==> src/rtl/mux_scan_sequencer.sv <==
// Scan sequencer for a 4:1 select mux: walks the enabled channels, waits SETTLE
// clocks on each, samples the mux output, and publishes a 4-bit frame snapshot.
module mux_scan_sequencer #(
    parameter int SETTLE = 2
) (
    input  logic       clk,
    input  logic       rst,
    input  logic       start,
    input  logic       continuous,
    input  logic [3:0] mask,
    input  logic       mux_o,
    output logic       S,
    output logic       T,
    output logic       busy,
    output logic       frame_valid,
    output logic [3:0] frame
);

    typedef enum logic [1:0] {
        ST_IDLE,
        ST_SETTLE,
        ST_SAMPLE,
        ST_DONE
    } state_t;

    localparam logic [3:0] CNT_LAST = 4'(SETTLE - 1);

    state_t     state, state_n;
    logic [1:0] sel, sel_n;
    logic [3:0] cnt, cnt_n;
    logic [3:0] mask_q, mask_n;
    logic [3:0] shadow, shadow_n;
    logic [3:0] frame_n;
    logic       frame_valid_n;
    logic [2:0] next_hit;

    function automatic logic [1:0] first_chan(input logic [3:0] m);
        first_chan = 2'd0;
        for (int i = 3; i >= 0; i--) begin
            if (m[i]) first_chan = 2'(i);
        end
    endfunction

    // Returns {found, index} of the lowest enabled channel above cur; never wraps.
    function automatic logic [2:0] next_above(input logic [3:0] m, input logic [1:0] cur);
        next_above = 3'b000;
        for (int i = 3; i >= 0; i--) begin
            if (m[i] && (i > int'(cur))) next_above = {1'b1, 2'(i)};
        end
    endfunction

    assign next_hit = next_above(mask_q, sel);

    always_comb begin
        // NOTE: every variable gets its hold value first so no path leaves it unassigned (no latches).
        state_n       = state;
        sel_n         = sel;
        cnt_n         = cnt;
        mask_n        = mask_q;
        shadow_n      = shadow;
        frame_n       = frame;
        frame_valid_n = 1'b0;

        case (state)
            ST_IDLE: begin
                if (start && (mask != 4'b0000)) begin
                    mask_n   = mask;
                    shadow_n = 4'b0000;
                    sel_n    = first_chan(mask);
                    cnt_n    = 4'd0;
                    state_n  = ST_SETTLE;
                end
            end
            ST_SETTLE: begin
                if (cnt == CNT_LAST) begin
                    state_n = ST_SAMPLE;
                end else begin
                    cnt_n = cnt + 4'd1;
                end
            end
            ST_SAMPLE: begin
                shadow_n[sel] = mux_o;
                if (next_hit[2]) begin
                    sel_n   = next_hit[1:0];
                    cnt_n   = 4'd0;
                    state_n = ST_SETTLE;
                end else begin
                    state_n = ST_DONE;
                end
            end
            ST_DONE: begin
                frame_n       = shadow;
                frame_valid_n = 1'b1;
                state_n       = ST_IDLE;
                if (continuous) begin
                    mask_n = mask;
                    if (mask != 4'b0000) begin
                        shadow_n = 4'b0000;
                        sel_n    = first_chan(mask);
                        cnt_n    = 4'd0;
                        state_n  = ST_SETTLE;
                    end
                end
            end
            default: state_n = ST_IDLE;
        endcase
    end

    // NOTE: sequential state uses non-blocking assignments so all registers update together.
    always_ff @(posedge clk or posedge rst) begin
        if (rst) begin
            state       <= ST_IDLE;
            sel         <= 2'b00;
            cnt         <= 4'd0;
            mask_q      <= 4'b0000;
            shadow      <= 4'b0000;
            frame       <= 4'b0000;
            frame_valid <= 1'b0;
        end else begin
            state       <= state_n;
            sel         <= sel_n;
            cnt         <= cnt_n;
            mask_q      <= mask_n;
            shadow      <= shadow_n;
            frame       <= frame_n;
            frame_valid <= frame_valid_n;
        end
    end

    assign S    = sel[1];
    assign T    = sel[0];
    assign busy = (state != ST_IDLE);

endmodule

==> config.mk <==
export PLATFORM = sky130hd
export DESIGN_NAME = mux_scan_sequencer
export DESIGN_NICKNAME = d
export VERILOG_FILES = /design/src/rtl/mux_scan_sequencer.sv
export SDC_FILE = /design/constraint.sdc
export NUM_CORES = 1
export LEC_CHECK = 0
export CORE_ASPECT_RATIO = 0.9
export CORE_UTILIZATION = 55
export CTS_CLUSTER_DIAMETER = 120
export DETAILED_ROUTE_END_ITERATION = 8
export PLACE_DENSITY_LB_ADDON = 0.1
export SYNTH_ARGS = -nofsm -noshare
export SYNTH_HDL_FRONTEND = slang
export SYNTH_SLANG_ARGS = --single-unit
==> constraint.sdc <==
create_clock -name clk -period 2.9 [get_ports clk]
set_clock_uncertainty 0.15 [all_clocks]
set_input_delay 0.29 -clock clk [delete_from_list [all_inputs] [get_ports clk]]
set_output_delay 0.29 -clock clk [all_outputs]
set_load 0.03 [all_outputs]
---- Word level (Yosys, flattened, before mapping) ----
Index checks and enable logic that the tools add are counted.
word-level totals
  register bits ........................... 21
  output and inout port bits .............. 8
  word-level logic and storage cells ...... 70
cells by class
  $add $sub $neg .......................... 1
  $lt $le $gt $ge ......................... 5
  eq/ne operators ......................... 10
  multiplexer cells ....................... 32
  reduce and logical (&&, ||, !) cells .... 15
operators with widths
  operator             count
  $mux 4               7
  $mux 2               11
  $pmux 4 s4           1
  $ne 2x2->1 const B   6
  $pmux 4 s3           1
  $reduce_and 5->1     2
  $mux 3               3
  $pmux 2 s4           1
  $pmux 4 s2           1
  $pmux 2 s3           1
  $logic_and 1x1->1    5
  $add 4x1->4 const B  1
  $bwmux 4             1
  $eq 2x2->1 const B   2
  $eq 4x1->1 const B   1
  $gt 2x2->1 const A   2
  $mux 1               4
  $reduce_and 4->1     1
  $reduce_bool 2->1    2
  $reduce_bool 4->1    1
  $lt 2x3->1 const B   1
  $reduce_and 3->1     1
  $reduce_bool 3->1    1
  $demux 1 s2          1
  5 further kinds      5

---- Depth between registers and ports, before layout ----
Gate-level depths: netlist of run 1.
  depth after elaboration ................. 7
  depth in mapped cells ................... 6

---- Worst setup path before layout of run 1 ----
Ideal clock, no wire load.
  path type ............................... register -> register
  start point ............................. register sel[1]
  end point ............................... register cnt[2]
  setup time .............................. 126 ps
  data arrival time ....................... 1526 ps
  path slack .............................. 1098 ps
  stages on the path, launching flop included .. 5
  buffers on the path ..................... 0
  clock period less this slack ............ 1802 ps
  cell sequence ........................... dfrtp_1 or3b_1 o2111ai_2 nand3_2 a221o_1
on the way
  longest elaborated chain between the ends .. 7
ends and longest elaborated chain
  what                                 RTL line  source
  start, declared                      29        logic [1:0] sel, sel_n;
  start signal, assigned               121       sel <= sel_n;
  $gt 2x2->1                           48        if (m[i] && (i > int'(cur))) next_above = {1'b1, 2'(i)};
  $logic_and 1x1->1                    48
  $mux 3 (2 in series)                 48
  $mux 3 *                             48
  $ne 2x2->1 (no source line) *        n/a
  $reduce_and 5->1 (no source line) *  n/a
  end signal, assigned                 122       cnt <= cnt_n;
  end, declared                        30        logic [3:0] cnt, cnt_n;
Every way passes the cells marked *; elsewhere a longest branch is shown, timed or not.
A chain may end at the register's enable or synchronous reset.

---- Worst setup path in the final report of run 1 ----
  start point ............................. register sel[1]
  end point ............................... output port S
RTL lines
  what           RTL line  source
  end, declared  12        output logic S,
No word-level cell between the ends.

==> impl_results.md, run 1 <==
- Commonest cells after routing, fill and taps aside: dfrtp_1, clkdlybuf4s50_1, nand2_1
- RD Place Congestion: 0.8313
- Post-route insts no fill: 147
- Die height: 43.67 um
- Fillers: 123
- Port bufs: 16
- First-pass GRT wire length: 3.615 mm
- Cell area power density: 1086 nW/um^2
- Final Cell Area: 1299 sq um
- CP endpoint: S
- Htree depth: 1
- Buffers and inverters on the worst path: 1
- Commonest non-fill, non-tap cell in the layout: dfrtp_1
- Post-DP HPWL: 1.566 mm
- Setup TNS after final layout: 0 ns
- CP required: 2.46 ns
- Crit-path slowest cell: clkdlybuf4s50_1
- Core footprint: 1734 sq um
- Final hold viol count: 0
- Initial Util: 61.18%
- Post-Place Cells: 143
- Fin crit share: 70.30%
- Unrepaired setup endpoints after global routing: false
- VDD IR-drop max: 830.2 uV
- Cell count after synthesis: 104
- Max Cap Viol: 0
- Outcome: finished clean
- CTS Hold Bufs: 0
- Post-synthesis sequential area ratio: 47.17%
- DRC viols: 0
- Die ar.: 2109 sq um
- CTS tree: done
- Clock-pin slew on the worst setup and hold paths: 0.12 ns
- WP depth: 1
- Root Driver: clkbuf_4
- Top delay family on crit path: buffers and inverters
- Largest net degree at the start of global routing: 21
- CP max FO: 10
- Final Max Slew Viols: 0
- Final number of setup-violating endpoints: 0
- Total power: 1.410 mW
- Clk_lat worst skew: 0.31 ns
- Initial antenna violation count: 0
- Fmax: 490.5 MHz
- GR Util All Layers: 25.90%
- Pre-antenna DRT Iters: 4
- Clock buffer depth: 2
- Worst r2r src: state[1]
- # rows: 14
- Placed Instance Area: 1246 sq um
- Crit path launch: sel[1]
- Clock sink count: 20
- Critical Path End Type: output port
- Worst Path Arrival: 1.60 ns
- Register bit total from synthesis: 20
- Combined area of all synthesized cells: 1061 sq um
- Critical path launch point type: flip-flop
- DR WL/cell: 14.62 um
- Detailed Route WL: 2.149 mm
- # Post-CTS Setup Buffers: 0
- Vias post-DR: 872
- Pleak: 0.5869 nW
- Critical-path cell list: clkdlybuf4s50_1
- Post-cts resize count: 0
- Setup slack, reg-to-reg: 1.07 ns
- Crit Path Class: reg -> out
- Crit-path max cell delay: 0.76 ns
- Max_slew headroom: 50.57%
- Vias in the first global route: 821
- Reg-to-reg endpoint: cnt[2]
- Diode count: 0
- Routed Antenna Nets: 0
- Share of layout cells above drive strength 1: 13.01%
- Total grt overflow: 0
- Chip width: 48.30 um
- Depth of the most critical reg-to-reg path: 4
- Nets: 135
- Mean number of vias per cell: 5.932
- Ys Warns: 0
- Cts bufs inserted: 3
- Distinct cell type count after synthesis: 32
- Syn nets: 115
- Worst Hold Class: in -> async
- Initial DRC count: 33
- Worst-Margin Slew: 0.7407 ns
- Num ports: 17
- Final worst path period need: 2.039 ns
- P&R area growth vs syn: 22.41%
- Synthesized area per cell: 10.20 sq um
## logic make-up (layout without fill, tap and decap cells)
group | after synthesis | in the layout | synth area share, %
AO/OA/AOI/OAI | 25 | 25 | 18.04
adder cells (fa/ha/maj) | 2 | 2 | 2.358
buffers and inverters | 9 | 28 | 3.656
flip-flops | 20 | 20 | 47.17
multiplexers | 9 | 9 | 9.552
AND/OR/NAND/NOR | 39 | 39 | 19.22
## worst min-delay path by stage
| stage | startpoint | endpoint | cells past startpoint |
|---|---|---|---|
| floorplan | rst | cnt[0] | 1 |
| global placement | shadow[0] | shadow[0] | 1 |
| detailed placement | shadow[0] | shadow[0] | 1 |
| CTS | rst | cnt[1] | 2 |
| global route | rst | cnt[1] | 2 |
| finish | rst | cnt[1] | 2 |
## Yosys cell counts, drive strengths merged
master    n  area share, %
a22oi     1           0.71
nor2      7            2.5
a21o      2            1.4
mux2      9            9.6
o2bb2ai   3            2.5
buf       2            1.2
nor2b     2            1.2
nand3     3            1.9
o22a      1           0.83
o32a      1           0.94
o31ai     1           0.71
a221oi    1           0.83
o2111ai   1            1.4
or2b      1           0.71
a2bb2oi   2            1.7
ha        2            2.4
or3b      1           0.83
a21oi     1           0.47
nor4      2            1.2
a221o     1           0.94
nor3b     3            2.1
o21ai     7            3.3
and2      2            1.2
o21bai    1           0.71
dfrtp    20             47
inv       7            2.5
nor3      1           0.47
o41ai     2            1.7
nand2    12            4.2
nand2b    5            2.9
## where the power goes
part           internal [mW]  total (mW)  switching [mW]
clock network          0.140       0.229          0.0896
registers              0.384       0.501           0.117
logic                  0.317       0.680           0.362
## per-stage QoR
stage / hold WS (ns) / utilization [%] / setup WS, ns
4_1_cts: 0.2743 / 74.89 / 0.8744
3_3_place_gp: 0.3179 / 71.86 / 0.8436
3_5_place_dp: 0.3223 / 71.86 / 0.8052
6_report: 0.2449 / 74.89 / 0.8612
5_1_grt: 0.3334 / 74.89 / 0.8047
2_1_floorplan: 0.1038 / - / 1.098
## sequential cells by signal, indices dropped and copies added, names as in the netlist
signal / flops
cnt: 4
frame: 4
shadow: 4
mask_q: 3
sel: 2
state: 2
frame_valid: 1
## final cells by class
type / instances / area (sq um) / share of cell area [%]
tap: 24 / 30.03 / 2.312
multi-input combinational: 75 / 521.8 / 40.17
clock inverter: 1 / 30.03 / 2.312
timing repair buffer: 17 / 167.7 / 12.91
sequential: 20 / 500.5 / 38.54
inverter: 7 / 26.28 / 2.023
clock buffer: 3 / 22.52 / 1.734
## metal layers
| layer | global-route usage [%] | wire (um) | share of wire (%) |
|---|---|---|---|
| met1 | 31.00 | 883 | 41 |
| met2 | 40.53 | 1061 | 49 |
| met3 | 7.500 | 142 | 6.6 |
| met4 | 14.44 | 62 | 2.9 |
| met5 | 0 | 0 | 0 |
No activity file was read; power rests on OpenSTA's default activity.
==> run 2, diff against run 1 <==
- CORE_UTILIZATION: 55 -> 46
- clock period: 2.9 -> 1.7 ns (I/O delays scaled with it)
==> impl_results.md, run 2 (synthesized netlist as in run 1, its figures left out) <==
- Outcome: finished, violations left
- Failing checks: setup timing
- Initial Util: 48.62% (-13 points)
- Htree depth: 1 (unchanged)
- Die ar.: 2503 sq um (+19%)
- First-pass GRT wire length: 3.484 mm (-3.6%)
- Post-DP HPWL: 1.688 mm (+7.8%)
- Final worst path period need: 1.746 ns
- Clock-pin slew on the worst setup and hold paths: 0.11 ns (about the same)
- Unrepaired setup endpoints after global routing: true
- Setup slack, reg-to-reg: -0.05 ns (-1.12 ns)
- DR WL/cell: 13.93 um (-4.7%)
- CP max FO: 2 (-8)
- Critical Path End Type: flip-flop
- DRC viols: 0 (unchanged)
- Largest net degree at the start of global routing: 21 (unchanged)
- Worst-Margin Slew: 0.3987 ns (-0.3420 ns)
- Pleak: 0.7377 nW (+26%)
- Clock sink count: 20 (unchanged)
- # rows: 16 (+2)
- Diode count: 0 (unchanged)
- Port bufs: 16 (unchanged)
- CTS Hold Bufs: 0 (unchanged)
- Final hold viol count: 0 (unchanged)
- Post-route insts no fill: 168 (+14%)
- Top flop regs: cnt (4), frame (4), shadow (4)
- Final Max Slew Viols: 0 (unchanged)
- Num ports: 17 (unchanged)
- Post-Place Cells: 163 (+14%)
- Die height: 47.56 um (+8.9%)
- Max Cap Viol: 0 (unchanged)
- Fillers: 179 (+46%)
- Fin crit share: 102.7%
- Chip width: 52.63 um (+9.0%)
- Depth of the most critical reg-to-reg path: 5 (+1)
- Vias post-DR: 911 (+4.5%)
- Final worst slack: -0.04640 ns (-0.9076 ns)
- Root Driver: clkbuf_4
- Commonest cells after routing, fill and taps aside: buf_4, dfrtp_1, nand2_1
- Critical path launch point type: flip-flop
- Clk_lat worst skew: 0.30 ns (about the same)
- Initial DRC count: 22 (-33%)
- Mean number of vias per cell: 5.423 (-8.6%)
- Worst r2r src: sel[0]
- Cell area power density: 1772 nW/um^2 (+63%)
- RD Place Congestion: 0.8006 (-3.7%)
- Core footprint: 2182 sq um (+26%)
- Nets: 153 (+13%)
- Final number of setup-violating endpoints: 3 (+3)
- CP required: 1.75 ns (-0.71 ns)
- Total grt overflow: 0 (unchanged)
- Fmax: 572.6 MHz
- Detailed Route WL: 2.340 mm (+8.9%)
- Initial antenna violation count: 0 (unchanged)
- Cts bufs inserted: 3 (unchanged)
- Clock buffer depth: 2 (unchanged)
- Vias in the first global route: 780 (-5.0%)
- GR Util All Layers: 19.81% (-6.1 points)
- P&R area growth vs syn: 40.68%
- Worst Path Arrival: 1.79 ns (+0.19 ns)
- Pre-antenna DRT Iters: 4 (unchanged)
- CTS tree: done
- Setup TNS after final layout: -0.06035 ns (-0.06035 ns)
- Worst Hold Class: in -> async
- Commonest non-fill, non-tap cell in the layout: buf_4
- Routed Antenna Nets: 0 (unchanged)
- VDD IR-drop max: 1052 uV (+27%)
- Share of layout cells above drive strength 1: 33.33% (+20 points)
- Reg-to-reg endpoint: cnt[2]
- Max_slew headroom: 73.20% (+23 points)
- Crit Path Class: reg -> reg
==> run 2: cell types whose count changed in the layout (fill, tap and decap cells not counted), sizes merged <==
cell and delta:
clkdlybuf4s50 -6, buf +18, dlygate4sd2 +3, dlymetal6s2s +3
==> run 2: how the worst max path moves through the flow <==
| stage | startpoint | to | slack (ns) | cells after the start |
|---|---|---|---|---|
| 6_report | sel[0] | cnt[2] | -0.05 | 5 |
| 5_1_grt | sel[0] | cnt[2] | -0.08 | 5 |
| 4_1_cts | sel[0] | cnt[2] | -0.04 | 5 |
| 3_5_place_dp | mask[1] | cnt[0] | -0.27 | 5 |
| 3_3_place_gp | mask[1] | cnt[1] | -0.25 | 5 |
| 2_1_floorplan | sel[0] | cnt[2] | -0.02 | 4 |
==> run 2: area by class of cell <==
cell class / count / area (sq um) / share of cell area [%]
sequential: 20 / 504.2 / 33.78
clock inverter: 1 / 30.03 / 2.012
clock buffer: 3 / 22.52 / 1.509
multi-input combinational: 75 / 569.3 / 38.14
timing repair buffer: 35 / 306.5 / 20.54
tap: 27 / 33.78 / 2.263
inverter: 7 / 26.28 / 1.760
==> run 2: layer usage <==
| metal | vias up | track usage [%] | share of wire, % |
|---|---|---|---|
| met5 | - | 0 | 0 |
| met2 | 27 | 32.91 | 47 |
| li1 | 451 | - | - |
| met3 | 2 | 5.714 | 5.0 |
| met1 | 431 | 27.08 | 47 |
| met4 | 0 | 1.579 | 0.38 |
==> run 2: critical path, cell delays in order, from the launching register on <==
cell and delay [ns]:
dfrtp_2 0.42, or3b_4 0.40, o2111ai_2 0.11, nand3_2 0.11
buf_4 0.15, a221o_1 0.31
==> run 2: through the flow <==
stage	setup slack, ns	hold WS (ns)	instance area, sq um	power, mW	util, %
6_report	-0.04640	0.02913	1493	2.645	68.41
5_1_grt	-0.07944	0.05423	1493	2.837	68.41
4_1_cts	-0.03698	0.03013	1456	2.622	66.74
3_5_place_dp	-0.2741	0.3255	1380	2.205	63.25
3_3_place_gp	-0.2472	0.3141	1380	2.160	63.25
2_1_floorplan	-0.02201	-0.01631	1064	1.652	-
==> run 2: repair_timing <==
action	CTS	global route
resized for setup	7	10
setup endpoints to repair	7	10
buffers inserted	1	0
pin swaps	1	1
==> run 2: report_power, final <==
part	internal, mW	switching [mW]	total [mW]
sequential	0.663	0.148	0.811
combinational	0.718	0.729	1.45
clock	0.238	0.148	0.387
total	1.62	1.03	2.64
